**src/rtl/axi_cmd_master_if.sv**
```systemverilog
// AXI4 master/slave bundle used by axi_cmd_master: all five channels at the
// widths of the accelerator bus (32-bit data, 20-bit address, 8-bit IDs).
interface axi_cmd_master_if #(
  parameter int unsigned DATA_WIDTH = 32,
  parameter int unsigned ADDR_WIDTH = 20,
  parameter int unsigned ID_WIDTH   = 8
) ();

  localparam int unsigned STRB_WIDTH = DATA_WIDTH / 8;

  // Write address channel
  logic [ID_WIDTH-1:0]   awid;
  logic [ADDR_WIDTH-1:0] awaddr;
  logic [7:0]            awlen;
  logic [2:0]            awsize;
  logic [1:0]            awburst;
  logic                  awlock;
  logic [3:0]            awcache;
  logic [2:0]            awprot;
  logic                  awvalid;
  logic                  awready;

  // Write data channel
  logic [DATA_WIDTH-1:0] wdata;
  logic [STRB_WIDTH-1:0] wstrb;
  logic                  wlast;
  logic                  wvalid;
  logic                  wready;

  // Write response channel
  logic [ID_WIDTH-1:0]   bid;
  logic [1:0]            bresp;
  logic                  bvalid;
  logic                  bready;

  // Read address channel
  logic [ID_WIDTH-1:0]   arid;
  logic [ADDR_WIDTH-1:0] araddr;
  logic [7:0]            arlen;
  logic [2:0]            arsize;
  logic [1:0]            arburst;
  logic                  arlock;
  logic [3:0]            arcache;
  logic [2:0]            arprot;
  logic                  arvalid;
  logic                  arready;

  // Read data channel
  logic [ID_WIDTH-1:0]   rid;
  logic [DATA_WIDTH-1:0] rdata;
  logic [1:0]            rresp;
  logic                  rlast;
  logic                  rvalid;
  logic                  rready;

  modport master (
    output awid, awaddr, awlen, awsize, awburst, awlock, awcache, awprot, awvalid,
    input  awready,
    output wdata, wstrb, wlast, wvalid,
    input  wready,
    input  bid, bresp, bvalid,
    output bready,
    output arid, araddr, arlen, arsize, arburst, arlock, arcache, arprot, arvalid,
    input  arready,
    input  rid, rdata, rresp, rlast, rvalid,
    output rready
  );

  modport slave (
    input  awid, awaddr, awlen, awsize, awburst, awlock, awcache, awprot, awvalid,
    output awready,
    input  wdata, wstrb, wlast, wvalid,
    output wready,
    output bid, bresp, bvalid,
    input  bready,
    input  arid, araddr, arlen, arsize, arburst, arlock, arcache, arprot, arvalid,
    output arready,
    output rid, rdata, rresp, rlast, rvalid,
    input  rready
  );

endinterface

```
**src/rtl/axi_cmd_master.sv**
```systemverilog
// Command-driven AXI4 master: one INCR write or read burst per command, one at a time.
// Optional response watchdog and idle response draining: define AXI_CMD_MASTER_TIMEOUT_EN.
module axi_cmd_master #(
  parameter int unsigned          DATA_WIDTH     = 32,
  parameter int unsigned          ADDR_WIDTH     = 20,
  parameter int unsigned          STRB_WIDTH     = DATA_WIDTH / 8,
  parameter int unsigned          ID_WIDTH       = 8,
  parameter logic [ID_WIDTH-1:0]  WR_ID          = 'h1,
  parameter logic [ID_WIDTH-1:0]  RD_ID          = 'h2,
  parameter int unsigned          TIMEOUT_CYCLES = 1024
) (
  input  logic                  clk,
  input  logic                  rst,

  input  logic                  cmd_valid,
  output logic                  cmd_ready,
  input  logic                  cmd_write,
  input  logic [ADDR_WIDTH-1:0] cmd_addr,
  input  logic [7:0]            cmd_len,

  input  logic [DATA_WIDTH-1:0] wr_data,
  input  logic                  wr_valid,
  output logic                  wr_ready,

  output logic [DATA_WIDTH-1:0] rd_data,
  output logic                  rd_valid,
  input  logic                  rd_ready,
  output logic                  rd_last,

  output logic                  done,
  output logic [1:0]            done_resp,

  axi_cmd_master_if.master      m_axi
);

  localparam logic [1:0] RespOkay    = 2'b00;
  localparam logic [1:0] RespSlvErr  = 2'b10;
  localparam logic [1:0] RespTimeout = 2'b11;

  typedef enum logic [2:0] {
    StIdle,
    StWAddr,
    StWData,
    StWResp,
    StRAddr,
    StRData,
    StDone
  } state_e;

  state_e                state_q, state_d;
  logic                  run_q;
  logic [ADDR_WIDTH-3:0] addr_q, addr_d;
  logic [7:0]            len_q, len_d;
  logic [7:0]            cnt_q, cnt_d;
  logic [1:0]            resp_q, resp_d;

`ifdef AXI_CMD_MASTER_TIMEOUT_EN
  localparam int unsigned TmoW = $clog2(TIMEOUT_CYCLES + 1);
  logic [TmoW-1:0] tmo_q, tmo_d;
`endif

  // Fixed burst attributes: 4-byte beats, INCR, modifiable/bufferable, unprivileged.
  assign m_axi.awid    = WR_ID;
  assign m_axi.awaddr  = {addr_q, 2'b00};
  assign m_axi.awlen   = len_q;
  assign m_axi.awsize  = 3'b010;
  assign m_axi.awburst = 2'b01;
  assign m_axi.awlock  = 1'b0;
  assign m_axi.awcache = 4'b0011;
  assign m_axi.awprot  = 3'b000;

  assign m_axi.arid    = RD_ID;
  assign m_axi.araddr  = {addr_q, 2'b00};
  assign m_axi.arlen   = len_q;
  assign m_axi.arsize  = 3'b010;
  assign m_axi.arburst = 2'b01;
  assign m_axi.arlock  = 1'b0;
  assign m_axi.arcache = 4'b0011;
  assign m_axi.arprot  = 3'b000;

  assign m_axi.wdata   = wr_data;
  assign m_axi.wstrb   = {STRB_WIDTH{1'b1}};
  assign rd_data       = m_axi.rdata;

  always_comb begin
    state_d         = state_q;
    addr_d          = addr_q;
    len_d           = len_q;
    cnt_d           = cnt_q;
    resp_d          = resp_q;

    cmd_ready       = 1'b0;
    wr_ready        = 1'b0;
    rd_valid        = 1'b0;
    rd_last         = 1'b0;
    done            = 1'b0;
    done_resp       = RespOkay;
    m_axi.awvalid   = 1'b0;
    m_axi.wvalid    = 1'b0;
    m_axi.wlast     = 1'b0;
    m_axi.bready    = 1'b0;
    m_axi.arvalid   = 1'b0;
    m_axi.rready    = 1'b0;

    unique case (state_q)
      StIdle: begin
        // run_q keeps every ready low until the first edge after reset release.
        cmd_ready = run_q;
`ifdef AXI_CMD_MASTER_TIMEOUT_EN
        m_axi.bready = run_q;
        m_axi.rready = run_q;
`endif
        if (cmd_valid && run_q) begin
          addr_d  = cmd_addr[ADDR_WIDTH-1:2];
          len_d   = cmd_len;
          resp_d  = RespOkay;
          state_d = cmd_write ? StWAddr : StRAddr;
        end
      end
      StWAddr: begin
        m_axi.awvalid = 1'b1;
        if (m_axi.awready) begin
          cnt_d   = len_q;
          state_d = StWData;
        end
      end
      StWData: begin
        m_axi.wvalid = wr_valid;
        wr_ready     = m_axi.wready;
        m_axi.wlast  = (cnt_q == 8'd0);
        if (wr_valid && m_axi.wready) begin
          if (cnt_q == 8'd0) begin
            state_d = StWResp;
          end else begin
            cnt_d = cnt_q - 8'd1;
          end
        end
      end
      StWResp: begin
        m_axi.bready = 1'b1;
        if (m_axi.bvalid) begin
          resp_d  = (m_axi.bid != WR_ID) ? RespSlvErr : m_axi.bresp;
          state_d = StDone;
        end
      end
      StRAddr: begin
        m_axi.arvalid = 1'b1;
        if (m_axi.arready) begin
          state_d = StRData;
        end
      end
      StRData: begin
        rd_valid     = m_axi.rvalid;
        m_axi.rready = rd_ready;
        rd_last      = m_axi.rlast;
        if (m_axi.rvalid && rd_ready) begin
          // Only the first non-OKAY beat status is reported.
          if (resp_q == RespOkay) begin
            resp_d = (m_axi.rid != RD_ID) ? RespSlvErr : m_axi.rresp;
          end
          if (m_axi.rlast) begin
            state_d = StDone;
          end
        end
      end
      StDone: begin
        done      = 1'b1;
        done_resp = resp_q;
        state_d   = StIdle;
      end
      default: begin
        state_d = StIdle;
      end
    endcase

`ifdef AXI_CMD_MASTER_TIMEOUT_EN
    // Watchdog restarts on every response beat; expiry ends the command as a timeout.
    tmo_d = '0;
    if (state_q == StWResp || state_q == StRData) begin
      if ((state_q == StWResp && m_axi.bvalid) ||
          (state_q == StRData && m_axi.rvalid && rd_ready)) begin
        tmo_d = '0;
      end else if (tmo_q == TmoW'(TIMEOUT_CYCLES - 1)) begin
        state_d = StDone;
        resp_d  = RespTimeout;
      end else begin
        tmo_d = tmo_q + 1'b1;
      end
    end
`endif
  end

  always_ff @(posedge clk or negedge rst) begin
    if (!rst) begin
      state_q <= StIdle;
      run_q   <= 1'b0;
      addr_q  <= '0;
      len_q   <= '0;
      cnt_q   <= '0;
      resp_q  <= RespOkay;
    end else begin
      state_q <= state_d;
      run_q   <= 1'b1;
      addr_q  <= addr_d;
      len_q   <= len_d;
      cnt_q   <= cnt_d;
      resp_q  <= resp_d;
    end
  end

`ifdef AXI_CMD_MASTER_TIMEOUT_EN
  always_ff @(posedge clk or negedge rst) begin
    if (!rst) begin
      tmo_q <= '0;
    end else begin
      tmo_q <= tmo_d;
    end
  end
`endif

endmodule

```
**src/flat_wrapper.sv**
```systemverilog
// flat-port wrapper written by rule: the top's interface ports become plain ports
module axi_cmd_master_flat 
#(
  parameter int unsigned          DATA_WIDTH     = 32,
  parameter int unsigned          ADDR_WIDTH     = 20,
  parameter int unsigned          STRB_WIDTH     = DATA_WIDTH / 8,
  parameter int unsigned          ID_WIDTH       = 8,
  parameter logic [ID_WIDTH-1:0]  WR_ID          = 'h1,
  parameter logic [ID_WIDTH-1:0]  RD_ID          = 'h2,
  parameter int unsigned          TIMEOUT_CYCLES = 1024
)
  (clk, rst, cmd_valid, cmd_ready, cmd_write, cmd_addr, cmd_len, wr_data, wr_valid, wr_ready, rd_data, rd_valid, rd_ready, rd_last, done, done_resp, m_axi_awid, m_axi_awaddr, m_axi_awlen, m_axi_awsize, m_axi_awburst, m_axi_awlock, m_axi_awcache, m_axi_awprot, m_axi_awvalid, m_axi_awready, m_axi_wdata, m_axi_wstrb, m_axi_wlast, m_axi_wvalid, m_axi_wready, m_axi_bid, m_axi_bresp, m_axi_bvalid, m_axi_bready, m_axi_arid, m_axi_araddr, m_axi_arlen, m_axi_arsize, m_axi_arburst, m_axi_arlock, m_axi_arcache, m_axi_arprot, m_axi_arvalid, m_axi_arready, m_axi_rid, m_axi_rdata, m_axi_rresp, m_axi_rlast, m_axi_rvalid, m_axi_rready);
  axi_cmd_master_if #(.DATA_WIDTH(DATA_WIDTH), .ADDR_WIDTH(ADDR_WIDTH), .ID_WIDTH(ID_WIDTH)) m_axi_i ();
  input  logic clk;
  input  logic rst;
  input  logic cmd_valid;
  output logic cmd_ready;
  input  logic cmd_write;
  input  logic [ADDR_WIDTH-1:0] cmd_addr;
  input  logic [7:0] cmd_len;
  input  logic [DATA_WIDTH-1:0] wr_data;
  input  logic wr_valid;
  output logic wr_ready;
  output logic [DATA_WIDTH-1:0] rd_data;
  output logic rd_valid;
  input  logic rd_ready;
  output logic rd_last;
  output logic done;
  output logic [1:0] done_resp;
  output wire logic [$bits(m_axi_i.awid)-1:0] m_axi_awid;
  output wire logic [$bits(m_axi_i.awaddr)-1:0] m_axi_awaddr;
  output wire logic [$bits(m_axi_i.awlen)-1:0] m_axi_awlen;
  output wire logic [$bits(m_axi_i.awsize)-1:0] m_axi_awsize;
  output wire logic [$bits(m_axi_i.awburst)-1:0] m_axi_awburst;
  output wire logic [$bits(m_axi_i.awlock)-1:0] m_axi_awlock;
  output wire logic [$bits(m_axi_i.awcache)-1:0] m_axi_awcache;
  output wire logic [$bits(m_axi_i.awprot)-1:0] m_axi_awprot;
  output wire logic [$bits(m_axi_i.awvalid)-1:0] m_axi_awvalid;
  input wire logic [$bits(m_axi_i.awready)-1:0] m_axi_awready;
  output wire logic [$bits(m_axi_i.wdata)-1:0] m_axi_wdata;
  output wire logic [$bits(m_axi_i.wstrb)-1:0] m_axi_wstrb;
  output wire logic [$bits(m_axi_i.wlast)-1:0] m_axi_wlast;
  output wire logic [$bits(m_axi_i.wvalid)-1:0] m_axi_wvalid;
  input wire logic [$bits(m_axi_i.wready)-1:0] m_axi_wready;
  input wire logic [$bits(m_axi_i.bid)-1:0] m_axi_bid;
  input wire logic [$bits(m_axi_i.bresp)-1:0] m_axi_bresp;
  input wire logic [$bits(m_axi_i.bvalid)-1:0] m_axi_bvalid;
  output wire logic [$bits(m_axi_i.bready)-1:0] m_axi_bready;
  output wire logic [$bits(m_axi_i.arid)-1:0] m_axi_arid;
  output wire logic [$bits(m_axi_i.araddr)-1:0] m_axi_araddr;
  output wire logic [$bits(m_axi_i.arlen)-1:0] m_axi_arlen;
  output wire logic [$bits(m_axi_i.arsize)-1:0] m_axi_arsize;
  output wire logic [$bits(m_axi_i.arburst)-1:0] m_axi_arburst;
  output wire logic [$bits(m_axi_i.arlock)-1:0] m_axi_arlock;
  output wire logic [$bits(m_axi_i.arcache)-1:0] m_axi_arcache;
  output wire logic [$bits(m_axi_i.arprot)-1:0] m_axi_arprot;
  output wire logic [$bits(m_axi_i.arvalid)-1:0] m_axi_arvalid;
  input wire logic [$bits(m_axi_i.arready)-1:0] m_axi_arready;
  input wire logic [$bits(m_axi_i.rid)-1:0] m_axi_rid;
  input wire logic [$bits(m_axi_i.rdata)-1:0] m_axi_rdata;
  input wire logic [$bits(m_axi_i.rresp)-1:0] m_axi_rresp;
  input wire logic [$bits(m_axi_i.rlast)-1:0] m_axi_rlast;
  input wire logic [$bits(m_axi_i.rvalid)-1:0] m_axi_rvalid;
  output wire logic [$bits(m_axi_i.rready)-1:0] m_axi_rready;
  assign m_axi_awid = m_axi_i.awid;
  assign m_axi_awaddr = m_axi_i.awaddr;
  assign m_axi_awlen = m_axi_i.awlen;
  assign m_axi_awsize = m_axi_i.awsize;
  assign m_axi_awburst = m_axi_i.awburst;
  assign m_axi_awlock = m_axi_i.awlock;
  assign m_axi_awcache = m_axi_i.awcache;
  assign m_axi_awprot = m_axi_i.awprot;
  assign m_axi_awvalid = m_axi_i.awvalid;
  assign m_axi_i.awready = m_axi_awready;
  assign m_axi_wdata = m_axi_i.wdata;
  assign m_axi_wstrb = m_axi_i.wstrb;
  assign m_axi_wlast = m_axi_i.wlast;
  assign m_axi_wvalid = m_axi_i.wvalid;
  assign m_axi_i.wready = m_axi_wready;
  assign m_axi_i.bid = m_axi_bid;
  assign m_axi_i.bresp = m_axi_bresp;
  assign m_axi_i.bvalid = m_axi_bvalid;
  assign m_axi_bready = m_axi_i.bready;
  assign m_axi_arid = m_axi_i.arid;
  assign m_axi_araddr = m_axi_i.araddr;
  assign m_axi_arlen = m_axi_i.arlen;
  assign m_axi_arsize = m_axi_i.arsize;
  assign m_axi_arburst = m_axi_i.arburst;
  assign m_axi_arlock = m_axi_i.arlock;
  assign m_axi_arcache = m_axi_i.arcache;
  assign m_axi_arprot = m_axi_i.arprot;
  assign m_axi_arvalid = m_axi_i.arvalid;
  assign m_axi_i.arready = m_axi_arready;
  assign m_axi_i.rid = m_axi_rid;
  assign m_axi_i.rdata = m_axi_rdata;
  assign m_axi_i.rresp = m_axi_rresp;
  assign m_axi_i.rlast = m_axi_rlast;
  assign m_axi_i.rvalid = m_axi_rvalid;
  assign m_axi_rready = m_axi_i.rready;
  axi_cmd_master #(.DATA_WIDTH(DATA_WIDTH), .ADDR_WIDTH(ADDR_WIDTH), .STRB_WIDTH(STRB_WIDTH), .ID_WIDTH(ID_WIDTH), .WR_ID(WR_ID), .RD_ID(RD_ID), .TIMEOUT_CYCLES(TIMEOUT_CYCLES)) u_core (.clk(clk), .rst(rst), .cmd_valid(cmd_valid), .cmd_ready(cmd_ready), .cmd_write(cmd_write), .cmd_addr(cmd_addr), .cmd_len(cmd_len), .wr_data(wr_data), .wr_valid(wr_valid), .wr_ready(wr_ready), .rd_data(rd_data), .rd_valid(rd_valid), .rd_ready(rd_ready), .rd_last(rd_last), .done(done), .done_resp(done_resp), .m_axi(m_axi_i));
endmodule
```
**config.mk**
```make
export PLATFORM = sky130hd
export DESIGN_NAME = axi_cmd_master_flat
export DESIGN_NICKNAME = d
export VERILOG_FILES = /design/src/rtl/axi_cmd_master_if.sv /design/src/rtl/axi_cmd_master.sv /design/src/flat_wrapper.sv
export SDC_FILE = /design/constraint.sdc
export NUM_CORES = 1
export LEC_CHECK = 0
export ABC_AREA = 1
export BUFFER_PORTS_ARGS = -buffer_cell sky130_fd_sc_hd__buf_2
export CAP_MARGIN = 0
export CORE_AREA = 2 2 119 121
export CTS_CLUSTER_DIAMETER = 60
export DETAILED_ROUTE_END_ITERATION = 10
export DIE_AREA = 0 0 121 123
export GPL_TIMING_DRIVEN = 0
export HOLD_SLACK_MARGIN = 0.02
export PLACE_DENSITY = 0.57
export SLEW_MARGIN = 25
export SYNTH_ARGS = -nofsm -noshare
export SYNTH_HDL_FRONTEND = slang
export SYNTH_SLANG_ARGS = --single-unit
```
**constraint.sdc**
```tcl
create_clock -name clk -period 1.7 [get_ports clk]
set_clock_uncertainty 0.1 [all_clocks]
set_input_delay 0.34 -clock clk [delete_from_list [all_inputs] [get_ports clk]]
set_output_delay 0.34 -clock clk [all_outputs]
set_load 0.01 [all_outputs]
```
==> qor.yml <==
final.setup.tns_ns: -0.488
yosysUniqueCellTypes: 30
fmax_mhz: 558
core-area_mm2: 0.0136
cpMostUsedCell: "buf_6"
hold_class: "primary input to register"
yosysTopAreaCell: "buf_4"
crit_required_ns: 1.26
dieArea_mm2: 0.0149
irDropWorstVdd_uv: 779
wl_per_cell_um: 9.93
critPathMaxStageDelay_ns: 0.37
leakage_nw: 3.05
htree_levels: 2
violations: "negative setup slack"
clkTransAtPathRegs_ns: 0.06
fin_ws_ns: -0.0923
drt_iter0_markers: 100
synth_area_per_cell_um2: 8.18
cts_tree: "yes"
period_share_pct: 105
finalWirelength_um: 8500
num_antenna_cells: 0
drive_gt1_share_pct: 64.1
dp_cells: 826
grt_pass1_vias: 2686
ys.flop_type: "dfrtp_1"
yosys_warnings: 0
rows: 43
crit_arrival_ns: 1.35
clockRootBuffer: "clkbuf_16"
final_cells: 856
die_y_um: 123
area_growth_pct: 57.0
setup_viol: 9
overflow: 0
drv_slew: 0
grt_use_total_pct: 10.4
slew_headroom_pct: 64.3
die_w_um: 121
rsz0062_at_grt: "true"
cts_buffers: 5
syn_area_mm2: 0.00336
maxCapViolations: 0
hpwl_um: 6690
cp_max_fo: 6
synth_sequential_area_ratio_pct: 29.8
synthCells: 411
whs_ns: 0.187
cp-end-kind: "output pin"
drt-pass1-iter-count: 4
path_class: "register to output pin"
worstMarginPinSlew_ns: 0.536
vias_per_cell: 3.71
antenna_found_initial: 0
yosys.area.top_type_share_pct: 31.3
synth_common_cells: "buf_4, nand2_1, dfrtp_1"
synth_edf_count: 0
clock_path_buffers: 2
port_buffers: 186
place.gp.congestion: 0.754
hold_violations: 0
power.total_mw: 7.62
route.antenna.remaining_nets: 0
crit_family: "buffers and inverters"
period_needed_ns: 1.79
ys_ff_latch: 40
clk_latency_ns: 0.28
synthArstFlopShare_pct: 100
path_cells: "buf_6 -> inv_8 -> nand2_4 -> nor2_4 -> inv_2 -> buf_6 -> nor2_2 -> buf_2"
nNetsFinal: 801
io_pins: 303
fin_util_pct: 38.8
grt_max_degree: 41
numClockSinks: 40
start_kind: "register"
vias: 3179
status: "finished, violations left"
grt_first_pass_wirelength_um: 12500
fillCellCount: 1432
drc: 0
synth_area_leaders: "buf_4, dfrtp_1, mux2_2"
start_util_pct: 24.7
synth_most_common_cell: "buf_4"
cellPowerDensity_mw_per_mm2: 1440
crit_buf_inv: 5
critPathSlowestCell: "dfrtp_1"
[where the power goes]
| group | total, mW | internal, mW | switching (mW) |
|---|---|---|---|
| Clock | 1.07 | 0.690 | 0.385 |
| Combinational | 4.75 | 2.44 | 2.30 |
| Sequential | 1.79 | 1.41 | 0.387 |
[per-stage QoR]
| stage | area (um2) | worst slack (ns) |
|---|---|---|
| finish | 5280 | -0.0923 |
| global route | 5280 | -0.171 |
| detailed placement | 4700 | 0.0171 |
| floorplan | 3550 | 0.184 |
| global placement | 4700 | 0.0321 |
| CTS | 5020 | -0.142 |
[final timing paths]
| check | slack, ns | end | from | depth (start not counted) |
|---|---|---|---|---|
| setup reg to reg | 0.07 | u_core.addr_q[17]$_DFFE_PN0P_ | u_core.state_q[1]$_DFFE_PN0P_ | 8 |
| hold reg to reg | 0.41 | u_core.resp_q[1]$_DFFE_PN0P_ | u_core.resp_q[1]$_DFFE_PN0P_ | 2 |
| setup / recovery | -0.09 | m_axi_wvalid | u_core.state_q[2]$_DFFE_PN0P_ | 8 |
| min in group asynchronous | 0.49 | u_core.cnt_q[6]$_DFFE_PN0P_ | rst | 2 |
| hold / removal | 0.19 | u_core.addr_q[7]$_DFFE_PN0P_ | cmd_addr[9] | 2 |
| max in group asynchronous | 0.64 | u_core.addr_q[2]$_DFFE_PN0P_ | rst | 2 |
[layout make-up]
type / count / area, um2 / share of cell area (%)
inverters: 33 / 134 / 2.53
repair buffers: 208 / 1170 / 22.2
plain buffers: 148 / 1160 / 22.0
flip-flops and latches: 40 / 1000 / 19.0
well taps: 180 / 225 / 4.26
clock buffers: 5 / 125 / 2.37
multi-input cells: 239 / 1420 / 26.9
clock inverters: 3 / 42.5 / 0.805
[cells by family (layout without fill, tap and decap cells)]
kind of cell    Yosys count  count (layout)  share of synthesized area [%]
xor+xnor                  1               1                          0.260
simple gates            148             148                           21.1
mux                      25              25                           8.48
compound gates           12              12                           2.05
fa+ha+maj                 2               2                          0.744
buf+inv                 181             397                           37.4
other cells               2              51                          0.223
flops                    40              40                           29.8
[repair_timing]
item | in CTS | in global routing
hold buffers | 0 | 1
gates resized for setup | 14 | 38
buffers inserted | 12 | 9
endpoints found under the setup margin | 10 | 44
endpoints found under the hold margin | 0 | 40
gates cloned | 0 | 2
pin swaps | 5 | 10
[cells in the final DEF (no fill, tap or decap), drive strengths merged, types with 2 or more instances in the layout]
cell type	n
clkbuf	7
nand4	9
buf	353
conb	51
mux2	25
dfrtp	40
nand3b	4
ha	2
nor2	38
or2	4
nand3	18
o21ai	10
and2	2
nand2	73
inv	33
[metal layers]
metal  track usage [%]  vias up  wire, um
li1                  -     1615         -
met1              12.3     1392      3270
met2              19.0      167      4360
met3              2.49        5       820
met4              2.76        0        57
met5                 0        -         0
[sequential cells by signal (all words and copies together) (netlist names)]
signal / cells
u_core.addr_q: 18
u_core.cnt_q: 8
u_core.m_axi.arlen: 8
u_core.state_q: 3
u_core.resp_q: 2
u_core.run_q: 1
Power figures use the tool's default switching activity.
